`src/rtl/sram_ctrl_pkg.sv`:
```
// Shared definitions for the 1RW SRAM initiator: controller states and the default trim code.
package sram_ctrl_pkg;

    typedef enum logic [1:0] {
        RST_WAIT = 2'd0,
        INIT     = 2'd1,
        RUN      = 2'd2
    } ctrl_state_e;

    localparam logic [2:0] TRIM_DEFAULT = 3'b000;

endpackage

```
`src/rtl/sram_rsp_fifo.sv`:
```
// Synchronous response FIFO: circular buffer with an occupancy count.
// A push while full is accepted only when a pop frees a slot in the same cycle.
module sram_rsp_fifo #(
    parameter int DataWidth = 32,
    parameter int Depth     = 2
) (
    input  logic                       clk,
    input  logic                       reset_n,
    input  logic                       push,
    input  logic [DataWidth-1:0]       wdata,
    input  logic                       pop,
    output logic [DataWidth-1:0]       rdata,
    output logic [$clog2(Depth+1)-1:0] count,
    output logic                       empty,
    output logic                       full
);

    localparam int PtrWidth   = (Depth > 1) ? $clog2(Depth) : 1;
    localparam int CountWidth = $clog2(Depth + 1);
    localparam logic [PtrWidth-1:0]   LastPtr   = PtrWidth'(Depth - 1);
    localparam logic [CountWidth-1:0] FullCount = CountWidth'(Depth);

    logic [DataWidth-1:0] mem [Depth];
    logic [PtrWidth-1:0]  wr_ptr;
    logic [PtrWidth-1:0]  rd_ptr;
    logic                 push_ok;
    logic                 pop_ok;

    assign empty   = (count == '0);
    assign full    = (count == FullCount);
    assign pop_ok  = pop && !empty;
    assign push_ok = push && (!full || pop_ok);
    assign rdata   = mem[rd_ptr];

    always_ff @(posedge clk or negedge reset_n) begin
        if (!reset_n) begin
            wr_ptr <= '0;
            rd_ptr <= '0;
            count  <= '0;
        end else begin
            if (push_ok) wr_ptr <= (wr_ptr == LastPtr) ? '0 : wr_ptr + 1'b1;
            if (pop_ok)  rd_ptr <= (rd_ptr == LastPtr) ? '0 : rd_ptr + 1'b1;
            case ({push_ok, pop_ok})
                2'b10:   count <= count + 1'b1;
                2'b01:   count <= count - 1'b1;
                default: count <= count;
            endcase
        end
    end

    // Storage needs no reset: occupancy alone decides what is visible.
    always_ff @(posedge clk) begin
        if (push_ok) mem[wr_ptr] <= wdata;
    end

endmodule

```
`src/rtl/sram_1rw_initiator.sv`:
```
// Single-port 1RW SRAM initiator: turns a read/masked-write request stream into macro pin
// activity and returns read data, in order, through a small response FIFO.
module sram_1rw_initiator
    import sram_ctrl_pkg::*;
#(
    parameter int         AddressWidth = 9,
    parameter int         DataWidth    = 32,
    parameter int         wrMaskWidth  = 4,
    parameter int         RspDepth     = 2,
    parameter bit         InitOnReset  = 1'b1,
    parameter logic [2:0] TrimValue    = TRIM_DEFAULT
) (
    input  logic                    clk,
    input  logic                    reset_n,
    input  logic                    req_valid,
    output logic                    req_ready,
    input  logic                    req_we,
    input  logic [AddressWidth-1:0] req_addr,
    input  logic [DataWidth-1:0]    req_wdata,
    input  logic [wrMaskWidth-1:0]  req_wmask,
    output logic                    rsp_valid,
    input  logic                    rsp_ready,
    output logic [DataWidth-1:0]    rsp_rdata,
    output logic                    init_done,
    output logic [AddressWidth-1:0] sram_addr,
    output logic [DataWidth-1:0]    sram_d,
    input  logic [DataWidth-1:0]    sram_q,
    output logic                    sram_ce_n,
    output logic                    sram_wr_n,
    output logic [wrMaskWidth-1:0]  sram_wr_mask_n,
    output logic                    sram_cmbist,
    output logic                    sram_cmatpg,
    output logic [2:0]              sram_sramtrm
);

    localparam int CountWidth = $clog2(RspDepth + 1);
    localparam logic [CountWidth:0] RspLimit = (CountWidth + 1)'(RspDepth);

    ctrl_state_e             state_q;
    ctrl_state_e             state_d;
    logic [AddressWidth:0]   init_cnt_q;
    logic [AddressWidth:0]   init_cnt_d;
    logic                    inflight_q;
    logic [AddressWidth-1:0] addr_q;
    logic [DataWidth-1:0]    d_q;
    logic [CountWidth-1:0]   fifo_count;
    logic                    fifo_empty;
    logic                    fifo_full;
    logic [CountWidth:0]     occupancy;
    logic                    accept;
    logic                    rsp_pop;

    // Next state; the extra counter bit flags the write to the last address.
    always_comb begin
        state_d    = state_q;
        init_cnt_d = init_cnt_q;
        case (state_q)
            RST_WAIT: state_d = InitOnReset ? INIT : RUN;
            INIT: begin
                init_cnt_d = init_cnt_q + 1'b1;
                if (init_cnt_d[AddressWidth]) state_d = RUN;
            end
            RUN:      state_d = RUN;
            default:  state_d = RST_WAIT;
        endcase
    end

    always_ff @(posedge clk or negedge reset_n) begin
        if (!reset_n) begin
            state_q    <= RST_WAIT;
            init_cnt_q <= '0;
            inflight_q <= 1'b0;
            addr_q     <= '0;
            d_q        <= '0;
        end else begin
            state_q    <= state_d;
            init_cnt_q <= init_cnt_d;
            inflight_q <= accept && !req_we;
            addr_q     <= sram_addr;
            d_q        <= sram_d;
        end
    end

    // Reserve a FIFO slot for every read still in the macro pipeline.
    assign occupancy = {1'b0, fifo_count} + {{CountWidth{1'b0}}, inflight_q};
    assign req_ready = (state_q == RUN) && !fifo_full && (occupancy < RspLimit);
    assign accept    = req_valid && req_ready;
    assign init_done = (state_q == RUN);

    // Address and data buses park on their last value when the macro is idle.
    always_comb begin
        sram_ce_n      = 1'b1;
        sram_wr_n      = 1'b1;
        sram_wr_mask_n = '1;
        sram_addr      = addr_q;
        sram_d         = d_q;
        if (state_q == INIT) begin
            sram_ce_n      = 1'b0;
            sram_wr_n      = 1'b0;
            sram_wr_mask_n = '0;
            sram_addr      = init_cnt_q[AddressWidth-1:0];
            sram_d         = '0;
        end else if (accept) begin
            sram_ce_n      = 1'b0;
            sram_wr_n      = ~req_we;
            sram_wr_mask_n = req_we ? ~req_wmask : '1;
            sram_addr      = req_addr;
            sram_d         = req_wdata;
        end
    end

    assign sram_cmbist  = 1'b0;
    assign sram_cmatpg  = 1'b0;
    assign sram_sramtrm = TrimValue;

    assign rsp_valid = !fifo_empty;
    assign rsp_pop   = rsp_valid && rsp_ready;

    sram_rsp_fifo #(
        .DataWidth (DataWidth),
        .Depth     (RspDepth)
    ) u_rsp_fifo (
        .clk     (clk),
        .reset_n (reset_n),
        .push    (inflight_q),
        .wdata   (sram_q),
        .pop     (rsp_pop),
        .rdata   (rsp_rdata),
        .count   (fifo_count),
        .empty   (fifo_empty),
        .full    (fifo_full)
    );

endmodule

```
`config.mk`:
```
export PLATFORM = sky130hd
export DESIGN_NAME = sram_1rw_initiator
export DESIGN_NICKNAME = d
export VERILOG_FILES = /design/src/rtl/sram_ctrl_pkg.sv /design/src/rtl/sram_rsp_fifo.sv /design/src/rtl/sram_1rw_initiator.sv
export SDC_FILE = /design/constraint.sdc
export NUM_CORES = 1
export LEC_CHECK = 0
export CORE_MARGIN = 2
export CORE_UTILIZATION = 51
export CTS_BUF_LIST = sky130_fd_sc_hd__clkbuf_2 sky130_fd_sc_hd__clkbuf_4 sky130_fd_sc_hd__clkbuf_8
export CTS_CLUSTER_DIAMETER = 50
export DETAILED_ROUTE_END_ITERATION = 6
export PLACE_DENSITY = 0.95
export SLEW_MARGIN = 10
export SYNTH_ARGS = -nofsm -noshare
export SYNTH_HDL_FRONTEND = slang
export SYNTH_SLANG_ARGS = --single-unit
```
`constraint.sdc`:
```
create_clock -name clk -period 4.53 [get_ports clk]
set_clock_uncertainty 0.05 [all_clocks]
set_input_delay 0.906 -clock clk [delete_from_list [all_inputs] [get_ports clk]]
set_output_delay 0.906 -clock clk [all_outputs]
set_load 0.005 [all_outputs]
```
Word level (Yosys, flattened, before mapping)
Memory sizes are Yosys's and may differ from the RTL's.
Cells that the tools add are included.
{ "totals": {"ram_bits": 64, "register_bits": 58, "in_bits": 82, "memories": 1, "elab_cells": 56} }
{ "mem_list": {"columns": ["name", "words", "word_bits", "read_ports", "rd_ports_with_merged_regs", "wr", "line", "rtl"], "rows": [
  ["u_rsp_fifo.mem", 2, 32, 1, 0, 1, "sram_rsp_fifo.sv:23", "logic [DataWidth-1:0] mem [Depth];"]
]} }
{ "classes": {"bitwise": 2, "n_reduce_logical": 14, "n_addsub": 6, "muxes": 18, "magnitude_cmp": 1, "eq_ne": 6} }
{ "ops": {"columns": ["op", "n"], "rows": [
  ["$mux 32", 2],
  ["$mux 9", 2],
  ["$mux 4", 3],
  ["$add 10x1->10 const B", 1],
  ["$mux 1", 8],
  ["$logic_and 1x1->1", 7],
  ["$eq 2x2->1 const B", 3],
  ["$pmux 2 s3", 1],
  ["$eq 2x1->1 const B", 2],
  ["$logic_not 2->1", 2],
  ["$not 4->4", 1],
  ["$pmux 2 s2", 1],
  ["$add 2x1->3", 1],
  ["$logic_not 1->1", 3],
  ["$lt 3x2->1 const B", 1],
  ["$add 1x1->1 const B", 2],
  ["$add 2x1->2 const B", 1],
  ["$mux 2", 1],
  ["$ne 2x2->1 const B", 1],
  ["$reduce_bool 2->1", 1],
  ["$sub 2x1->2 const B", 1],
  ["$logic_or 1x1->1", 1],
  ["$not 1->1", 1]
]} }

Logic depth before layout (Yosys ltp)
Gate-level depths: netlist of the first run.
{ "logic_depth": {"ltp_word": 8, "ltp_mapped": 8, "depth_no_buf": 6} }

Cells and area by module
A second synthesis of the first run with hierarchy kept.
{ "hier_totals": {"cells_unflattened": 372, "hier_area_um2": 4892.2} }
{ "by_module_without_submodules": {"columns": ["mod", "cells_each", "area_each_um2", "n_inst"], "rows": [
  ["sram_rsp_fifo", 124, 2524.9, 1],
  ["sram_1rw_initiator", 248, 2367.3, 1]
]} }

Least setup slack after synthesis of the first run
OpenSTA, ideal clock, no wires.
{ "synth_timing": {"kind": "input -> register", "startpoint": "in rsp_ready", "endpoint": "mem u_rsp_fifo.mem[0][0] (enable)", "setup_slack_ns": 1.615, "n_path_buf": 0, "t_required_ns": 4.059, "arrival_ns": 2.444, "cell_stages": 3, "path_cell_list": "or3_1 > nand2_1 > nor2_1"} }
{ "synth_between": {"elab_chain_cells": 6} }
{ "synth_rtl": {"columns": ["item", "line", "rtl"], "rows": [
  ["from (decl)", "sram_1rw_initiator.sv:22", "input logic rsp_ready,"],
  ["$logic_and 1x1->1", "sram_1rw_initiator.sv:117", "assign rsp_pop = rsp_valid && rsp_ready;"],
  ["$logic_and 1x1->1", "sram_rsp_fifo.sv:31", "assign pop_ok = pop && !empty;"],
  ["$logic_or 1x1->1", "sram_rsp_fifo.sv:32", "assign push_ok = push && (!full || pop_ok);"],
  ["$logic_and 1x1->1", "sram_rsp_fifo.sv:32", null],
  ["$mux 1", "sram_rsp_fifo.sv:53", "if (push_ok) mem[wr_ptr] <= wdata;"],
  ["$mux 1 (implied by the code)", "sram_rsp_fifo.sv:53", null],
  ["to (decl)", "sram_rsp_fifo.sv:23", null]
]} }
Every way passes these cells.

Worst setup path in the final report of the first run
{ "layout_timing": {"startpoint": "in req_valid", "endpoint": "out sram_d[25]"} }
{ "layout_between": {"elab_chain_cells": 3} }
{ "layout_rtl": {"columns": ["item", "line", "rtl"], "rows": [
  ["from (decl)", "sram_1rw_initiator.sv:15", "input logic req_valid,"],
  ["$logic_and 1x1->1", "sram_1rw_initiator.sv:87", "assign accept = req_valid && req_ready;"],
  ["$mux 32", "sram_1rw_initiator.sv:103", "end else if (accept) begin"],
  ["$mux 32", "sram_1rw_initiator.sv:97", "if (state_q == INIT) begin"],
  ["to (decl)", "sram_1rw_initiator.sv:26", "output logic [DataWidth-1:0] sram_d,"]
]} }
Every way passes these cells.

==> results of run 1 <==
## path summary, 6_finish.rpt
| kind | slack (ns) | from | to |
|---|---|---|---|
| setup / recovery | 0.49 | req_valid | sram_d[25] |
| hold / removal | 0.46 | init_cnt_q[9] | init_cnt_q[9] |
| setup reg to reg | 2.38 | state_q[1] | init_cnt_q[7] |
| hold reg to reg | 0.46 | init_cnt_q[9] | init_cnt_q[9] |
| max in group asynchronous | 3.36 | reset_n | d_q[4] |
| min in group asynchronous | 0.59 | reset_n | d_q[29] |
## cell families (layout without fill, tap and decap cells)
group | Yosys count | count (layout) | share of synthesized area, %
AND/OR/NAND/NOR | 71 | 71 | 6.266
other | 1 | 5 | 0.07603
buffers and inverters | 26 | 206 | 3.069
flip-flops | 122 | 122 | 68.39
multiplexers | 77 | 77 | 16.51
AO/OA/AOI/OAI | 19 | 19 | 2.714
adder cells (fa/ha/maj) | 4 | 4 | 1.015
XOR/XNOR | 11 | 11 | 1.953
## power groups by stage
stage	combinational, mW	clock [mW]	sequential, mW
global placement	0.285	0	1.20
CTS	0.294	1.05	1.17
global route	0.311	1.09	1.17
detailed placement	0.292	0	1.20
finish	0.290	1.02	1.17
floorplan	0.110	0	1.20
## per-layer routing
| layer | vias to the layer above | global-route usage, % |
|---|---|---|
| met3 | 11 | 9.644 |
| met4 | 0 | 6.769 |
| met2 | 161 | 35.73 |
| met5 | - | 0 |
| met1 | 1602 | 26.18 |
| li1 | 1525 | - |
## registers in the layout, indices dropped and copies added, names as in the netlist
register,flops
d_q,32
addr_q,9
u_rsp_fifo.mem,64
init_cnt_q,10
u_rsp_fifo.count,2
u_rsp_fifo.wr_ptr,1
u_rsp_fifo.rd_ptr,1
state_q,2
inflight_q,1
## area by class of cell
class | instances | area (um^2)
Multi-Input combinational cell | 187 | 1428
Fill cell | 575 | 2240
Clock inverter | 15 | 188.9
Sequential cell | 122 | 3373
Inverter | 5 | 18.77
Timing Repair Buffer | 169 | 1684
Clock buffer | 17 | 234.0
Tap cell | 129 | 161.4
## through the flow
step | hold WS (ns) | instance area, um^2 | util (%) | std cells
2_1_floorplan | 0.4052 | 4947 | - | 335
3_3_place_gp | 0.4265 | 6665 | 71.46 | 612
3_5_place_dp | 0.4335 | 6665 | 71.46 | 612
4_1_cts | 0.4536 | 7088 | 75.99 | 644
5_1_grt | 0.4931 | 7088 | 75.99 | 644
6_report | 0.4551 | 7088 | 75.99 | 644
## cells in the final DEF, fill, tap and decap left out, drive strengths merged
master         netlist  final
clkdlybuf4s50        0    162
edfxtp              64     64
dfrtp               58     58
mux2i               42     42
nor2                37     37
mux2                35     35
clkbuf              11     17
nand2               16     16
o21ai               10     10
inv                  4      9
xnor2                7      7
buf                 10      7
clkinv               1      6
nand4                5      5
conb                 1      5
a31oi                4      4
xor2                 4      4
ha                   4      4
nand3                3      3
bufinv               0      3
nor2b                2      2
and3                 2      2
clkinvlp             0      2
a211oi               1      1
a2111oi              1      1
or3                  1      1
or2                  1      1
a21oi                1      1
o31ai                1      1
or4                  1      1
nor3                 1      1
nand2b               1      1
nand3b               1      1
o221a                1      1
==> results by stage, run 1 <==
Run status:
- The run finished with clean final reports.

Route:
- The detailed router put a total of 4479 um of wire on met1.
- After detailed routing, the number of vias per cell comes to 5.123.
- The first TritonRoute pass finished after 4 iterations.
- The count of vias placed by the detailed router is 3,299.
- The met2 wire length is 5244 um.
- Summed over all layers, the routed wires come to 11,070 um.
- In the routed design, unresolved DRC markers number 0.
- The uppermost layer routed is met4.
- After the first detailed-routing iteration, the DRC count stood at 114.
- The count of antenna-violating nets left after detailed routing is 0.
- The routed length per instance is 17.19 um.
- The routed design uses 1221 um of met3 wire.

Synth:
- Yosys attributes the largest share of cell area to sky130_fd_sc_hd__edfxtp_1, sky130_fd_sc_hd__dfrtp_1, sky130_fd_sc_hd__mux2i_1.
- The combined area of all synthesized cells is 0.004932 mm^2.
- The Yosys step of the flow raised 0 warnings.
- The number of synthesized register bits is 122.
- The most used flip-flop cell after synthesis is sky130_fd_sc_hd__edfxtp_1.
- The async set-or-reset flop fraction in the synthesized netlist is 47.54%.
- The synthesized design devotes to its leading area cell type 38.96% of total area.
- A synthesized cell averages 14.90 um^2.
- The largest area contributor in the synthesized netlist is sky130_fd_sc_hd__edfxtp_1.
- The number of distinct standard cells referenced by the synthesized netlist is 36.
- In the synthesized netlist, the cells that appear most often are sky130_fd_sc_hd__edfxtp_1, sky130_fd_sc_hd__dfrtp_1, sky130_fd_sc_hd__mux2i_1.
- sky130_fd_sc_hd__edfxtp_1 is the most common cell in the netlist.
- Yosys mapped a number of flops with a built-in enable equal to 64.
- Summing the sequential cell areas from Yosys gives 68.39% of the chip area.
- The gate count of the mapped netlist is 331.

Clock tree:
- TritonCTS built the clock tree.
- The number of instances resized during post-cts repair is 0.
- At the later pin of the worst-skew pair, clock insertion delay measures 0.41 ns.
- In this run, CTS created clock tree buffers numbering 17.
- CTS placed an instance of sky130_fd_sc_hd__clkbuf_8 at the clock tree root.
- In this run the post-CTS setup repair buffer count came out at 0.
- The clock tree synthesis step divided the H-tree into 4 levels.
- In this run, post-CTS hold repair placed 0 buffers.
- The clock sink count is 122.
- After clock tree synthesis, the clock-pin slew on the worst setup and hold paths is 0.08 ns.
- The clock passes through at most 2 buffers.

Timing:
- The worst-case headroom to the max-slew limit is 38.86%.
- The number of max-slew violations in the final report is 0.
- The final setup violation count is 0.
- The number of endpoints with negative hold slack in the final report is 0.
- The setup slack after layout is 0.4863 ns.
- The final critical path takes up 89.26% of the cycle.
- The worst path in the final design needs a cycle of 4.044 ns, including I/O delays and setup.
- The measured slew at the worst slew-check pin is 0.9172 ns.
- Setup repair after global routing left no endpoint under its margin.
- The maximum operating frequency is 0.2473 GHz.
- The total negative slack is 0 ns.

GRT:
- Entering global routing, the biggest net connects 59 pins.
- The number of global-route vias before repair was 3,442.
- The overflow left after global routing is 0.
- Across every metal layer, demand over resource in global routing totals 21.82%.
- The first global-routing pass estimated 17,180 um of wire.
- The initial antenna violation count is 0.

Power:
- Combinational logic is responsible for 11.7% of the overall power.
- For this design the static power due to leakage is 2.598 nW.
- The largest vdd supply drop is 239.2 uV.
- The final total power is 2.486 mW.
- The net switching power figure is 0.5669 mW.
- The switching fraction of total power is 22.80%.
- The cell-internal power is 1.919 mW.
- The relative contribution of the clock network to total power is 41.2%.
- The total power per unit cell area is 350.7 mW/mm^2.
- Sequential cells burn 47.1% of the power.

Layout:
- After the last flow step, the layout net total stands at 588.
- The area growth from synthesis to final layout is 43.71%.
- Cells with a size suffix above 1 make up 14.95% of the layout.
- The count of antenna diodes in the layout is 0.

Floorplanning:
- The overall die area is 0.01047 mm^2.
- The die is 102.3 um wide.
- Pin placement for this block handled 169 I/O pins.
- The core region is 0.009328 mm^2.
- Row generation in the floorplan step produced 35 rows.
- The die is 102.3 um tall.
- The initial core utilization is 52.88%.

Worst setup path:
- The count of buffering cells on the critical path with inverters included is 4.
- The class of the most critical setup path is input port to primary output.
- The worst setup path is launched from an input port.
- For the worst setup path, the data arrival time is 3.09 ns.
- On the critical path the largest part of the delay comes from buffers and inverters.
- The element type at the critical path end is a primary output.
- The count of cells along the worst register-to-register path is 5.
- The largest stage delay on the critical path is 0.55 ns.
- Traced cell by cell, the critical path runs through clkdlybuf4s50_1 > clkinv_1 > a2111oi_4 > buf_12 > mux2i_1 > nor2_1 > clkdlybuf4s50_1.
- The most used cell along the critical path is sky130_fd_sc_hd__clkdlybuf4s50_1.
- Data on the critical path is required at its endpoint by 3.57 ns.
- The critical path depth is 7.
- The maximum net fanout on the critical path is 48.
- On the critical path, the stage with the largest delay is an instance of sky130_fd_sc_hd__clkdlybuf4s50_1.

Placed design:
- The number of I/O port buffers is 163.
- Timing analysis after detailed placement gives a worst setup slack of 0.4705 ns.
- At the end of routability-driven placement, the weighted congestion stood at 0.7488.
- The detailed placement HPWL is 7520 um.

Job:
- The reported max-cap violation count is 0.

Worst hold path:
- Counting instances, the worst hold path has a depth of 1.
- The worst hold path belongs to the class flip-flop to flip-flop.
Note: power is estimated with default switching activity, not from simulation.
==> inputs of run 2 (changes only) <==
--- a/config.mk
+++ b/config.mk
@@ -5,6 +5,7 @@
 export SDC_FILE = /design/constraint.sdc
 export NUM_CORES = 1
 export LEC_CHECK = 0
+export ABC_CLOCK_PERIOD_IN_PS = 4530
 export CORE_MARGIN = 2
 export CORE_UTILIZATION = 51
 export CTS_BUF_LIST = sky130_fd_sc_hd__clkbuf_2 sky130_fd_sc_hd__clkbuf_4 sky130_fd_sc_hd__clkbuf_8
==> constraint.sdc (replaced) <==
create_clock -name clk -period 4.53 [get_ports clk]
set_clock_uncertainty 0.05 [all_clocks]
set_input_delay 0.906 -clock clk [delete_from_list [all_inputs] [get_ports clk]]
set_output_delay 0.906 -clock clk [all_outputs]
set_load 0.1 [all_outputs]
==> results by stage, run 2 (same netlist as run 1, synthesis figures left out) <==
Timing:
- The number of max-slew violations in the final report is 0 (unchanged).
- The shortest period the worst path allows is 3.756 ns (was 4.044 ns).
- The worst-case headroom to the max-slew limit was 31.42% (was 38.86%).
- The total negative slack is 0 ns (unchanged).
- The measured slew at the worst slew-check pin was 1.026 ns (was 0.9172 ns).
- The final setup violation count is 0 (unchanged).
- RSZ-0062 raised after global routing: false (unchanged).
- The maximum operating frequency came to 0.2662 GHz (was 0.2473 GHz).
- The number of endpoints with negative hold slack in the final report is 0 (unchanged).
- The post-route worst hold slack is 0.4426 ns (was 0.4551 ns).
- The post-route clock period utilization is 82.91% (was 89.26%).

Clock tree:
- The CTS root buffer was sky130_fd_sc_hd__clkbuf_8 (unchanged).
- The TritonCTS clock tree is built (unchanged).
- The register clock-pin slew on the reported worst setup and hold paths came to 0.07 ns (was 0.08 ns).
- The clock sink count is 122 (unchanged).
- The clock buffer count from CTS is 17 (unchanged).
- The clock insertion delay at the later pin of the skew report is 0.41 ns (about the same).
- The deepest level of the CTS H-tree is 4 (unchanged).
- The number of instances resized during post-cts repair was 0 (unchanged).
- The post-CTS setup buffer count is 0 (unchanged).
- The number of hold-repair buffers added at the cts stage was 0 (unchanged).
- The number of buffers between clock root and the deepest sink is 2 (unchanged).

GRT:
- The overflow left after global routing is 0 (unchanged).
- The global-route wire length before repair was 17,450 um (was 17,180 um).
- The number of global-route vias before repair was 3,554 (was 3,442).
- The pin count of the biggest net entering global routing is 49 (was 59).
- The overall routing resource usage came to 22.42% (was 21.82%).
- The initial antenna violation count is 0 (unchanged).

Worst setup path:
- The element type at the critical path end is a primary output (unchanged).
- The source of the worst register-to-register timing path is state_q[0] (was state_q[1]).
- The kind of start point of the critical path is an input port (unchanged).
- The signal arrival time at the worst endpoint came to 2.80 ns (was 3.09 ns).
- The register-to-register setup slack is 2.38 ns (about the same).
- The class of the most critical setup path is input port to primary output (unchanged).
- The maximum net fanout on the critical path came to 48 (unchanged).
- The count of cells along the worst register-to-register path is 7 (was 5).
- The endpoint of the lowest-slack register-to-register path is d_q[12] (was init_cnt_q[7]).
- The required time of the critical path is 3.57 ns (about the same).

Layout:
- The count of antenna diodes in the layout was 0 (unchanged).
- Top flop regs: u_rsp_fifo.mem (64), d_q (32), init_cnt_q (10) (unchanged).
- The number of nets in the layout is 589 (was 588).
- The fraction of layout cells with a size suffix above 1 is 34.69% (was 14.95%).
- The largest register by flop count is u_rsp_fifo.mem (unchanged).
- The most common cell after layout, fill and taps aside was sky130_fd_sc_hd__clkdlybuf4s50_1 (unchanged).
- Most frequent cells in the layout: sky130_fd_sc_hd__clkdlybuf4s50_1, sky130_fd_sc_hd__edfxtp_1, sky130_fd_sc_hd__dfrtp_1 (unchanged).
- The number of flip-flops under the largest register name is 64 (unchanged).
- The final core area utilization is 78.36% (was 75.99%).
- The area growth from synthesis to final layout was 48.20% (was 43.71%).

Power:
- The largest vdd supply drop is 177.1 uV (was 239.2 uV).
- The total power per unit cell area is 379.1 mW/mm^2 (was 350.7 mW/mm^2).
- The leakage power is 2.798 nW (was 2.598 nW).

Route:
- The post-detailed-route via-to-cell ratio is 5.096 (was 5.123).
- The met2 wire length is 5723 um (was 5244 um).
- The uppermost layer routed is met4 (unchanged).
- The met3 wire length is 1147 um (was 1221 um).
- The count of vias placed by the detailed router was 3,287 (was 3,299).
- The total iterations of the first detailed-routing run is 4 (unchanged).
- The count of antenna-violating nets left after detailed routing is 0 (unchanged).
- The routed length per instance came to 17.76 um (was 17.19 um).
- The wire length on met1 is 4392 um (was 4479 um).
- The post-detailed-route DRC marker count is 0 (unchanged).
- The wire length reported by the detailed router is 11,450 um (was 11,070 um).
- The DRC marker count from the first detailed-route iteration came to 159 (was 114).

Floorplanning:
- The floorplan row count is 35 (unchanged).
- The die width was 102.3 um (unchanged).
- The area of the core region came to 0.009328 mm^2 (unchanged).
- The overall die area is 0.01047 mm^2 (unchanged).
- The number of top-level pins is 169 (unchanged).
- The die boundary height is 102.3 um (unchanged).
- The initial core utilization came to 52.88% (unchanged).

Worst hold path:
- The worst min-delay path category was flip-flop to flip-flop (unchanged).
- The endpoint of the worst hold-timing path is init_cnt_q[9] (unchanged).
- The startpoint of the worst hold path is init_cnt_q[9] (unchanged).
- The number of cells on the worst hold path is 1 (unchanged).

Placed design:
- The detailed placement HPWL is 8124 um (was 7520 um).
- The number of I/O port buffers is 163 (unchanged).
- The final weighted congestion in routability-driven placement is 0.7541 (was 0.7488).

Job:
- The reported max-cap violation count came to 0 (unchanged).

Run status:
- Run status: finished, final reports clean (unchanged).
==> run 2: changes by cell type in the layout (fill, tap and decap cells not counted), moves of 2 or more <==
| cell | previous run | this run |
|---|---|---|
| sky130_fd_sc_hd__clkdlybuf4s50_1 | 162 | 83 |
| sky130_fd_sc_hd__nor2_1 | 36 | 16 |
| sky130_fd_sc_hd__nor2_2 | 1 | 21 |
| sky130_fd_sc_hd__buf_12 | 1 | 30 |
| sky130_fd_sc_hd__inv_6 | 5 | 2 |
| sky130_fd_sc_hd__clkinv_2 | 1 | 3 |
| sky130_fd_sc_hd__buf_4 | 5 | 56 |
==> run 2: area by class of cell <==
class | instances | area [um^2]
clock buffer | 18 | 241.5
clock inverter | 14 | 171.4
fill | 536 | 2018
inverter | 5 | 18.77
multi-input combinational | 187 | 1486
sequential | 122 | 3373
tap | 129 | 161.4
timing repair buffer | 170 | 1857
==> run 2: layer usage <==
layer,vias up,track usage (%)
met3,16,10.19
met1,1581,25.41
li1,1526,-
met5,-,0
met4,0,8.308
met2,164,37.50
==> run 2: worst max-delay path by stage <==
| stage | startpoint | to | slack (ns) | depth (start not counted) |
|---|---|---|---|---|
| 2_1_floorplan | state_q[0] | sram_addr[0] | 0.03 | 7 |
| 5_1_grt | req_valid | sram_addr[8] | 0.66 | 7 |
| 3_5_place_dp | req_valid | sram_addr[8] | 0.75 | 7 |
| 3_3_place_gp | req_valid | sram_addr[3] | 0.83 | 7 |
| 4_1_cts | req_valid | sram_addr[8] | 0.75 | 7 |
| 6_report | req_valid | sram_addr[8] | 0.77 | 7 |
==> run 2: worst max-delay path: stages <==
cell	delay (ns)
sky130_fd_sc_hd__clkdlybuf4s50_1	0.46
sky130_fd_sc_hd__clkinv_1	0.08
sky130_fd_sc_hd__a2111oi_4	0.33
sky130_fd_sc_hd__buf_12	0.33
sky130_fd_sc_hd__mux2i_1	0.13
sky130_fd_sc_hd__o21ai_1	0.21
sky130_fd_sc_hd__buf_4	0.34
==> run 2: where the power goes <==
| group | switching, mW | leakage [nW] | total (mW) | internal, mW |
|---|---|---|---|---|
| Sequential | 0.0230 | 1.34 | 1.19 | 1.17 |
| Combinational | 0.411 | 1.25 | 0.590 | 0.178 |
| Clock | 0.435 | 0.203 | 0.987 | 0.553 |
==> run 2: metrics by stage <==
| step | setup slack, ns | area, um^2 | total power, mW | instances |
|---|---|---|---|---|
| floorplan | 0.02551 | 5006 | 1.642 | 335 |
| global placement | 0.8328 | 6897 | 1.799 | 613 |
| detailed placement | 0.7455 | 6897 | 1.806 | 613 |
| CTS | 0.7485 | 7310 | 2.793 | 645 |
| global route | 0.6610 | 7310 | 2.856 | 645 |
| finish | 0.7741 | 7310 | 2.771 | 645 |
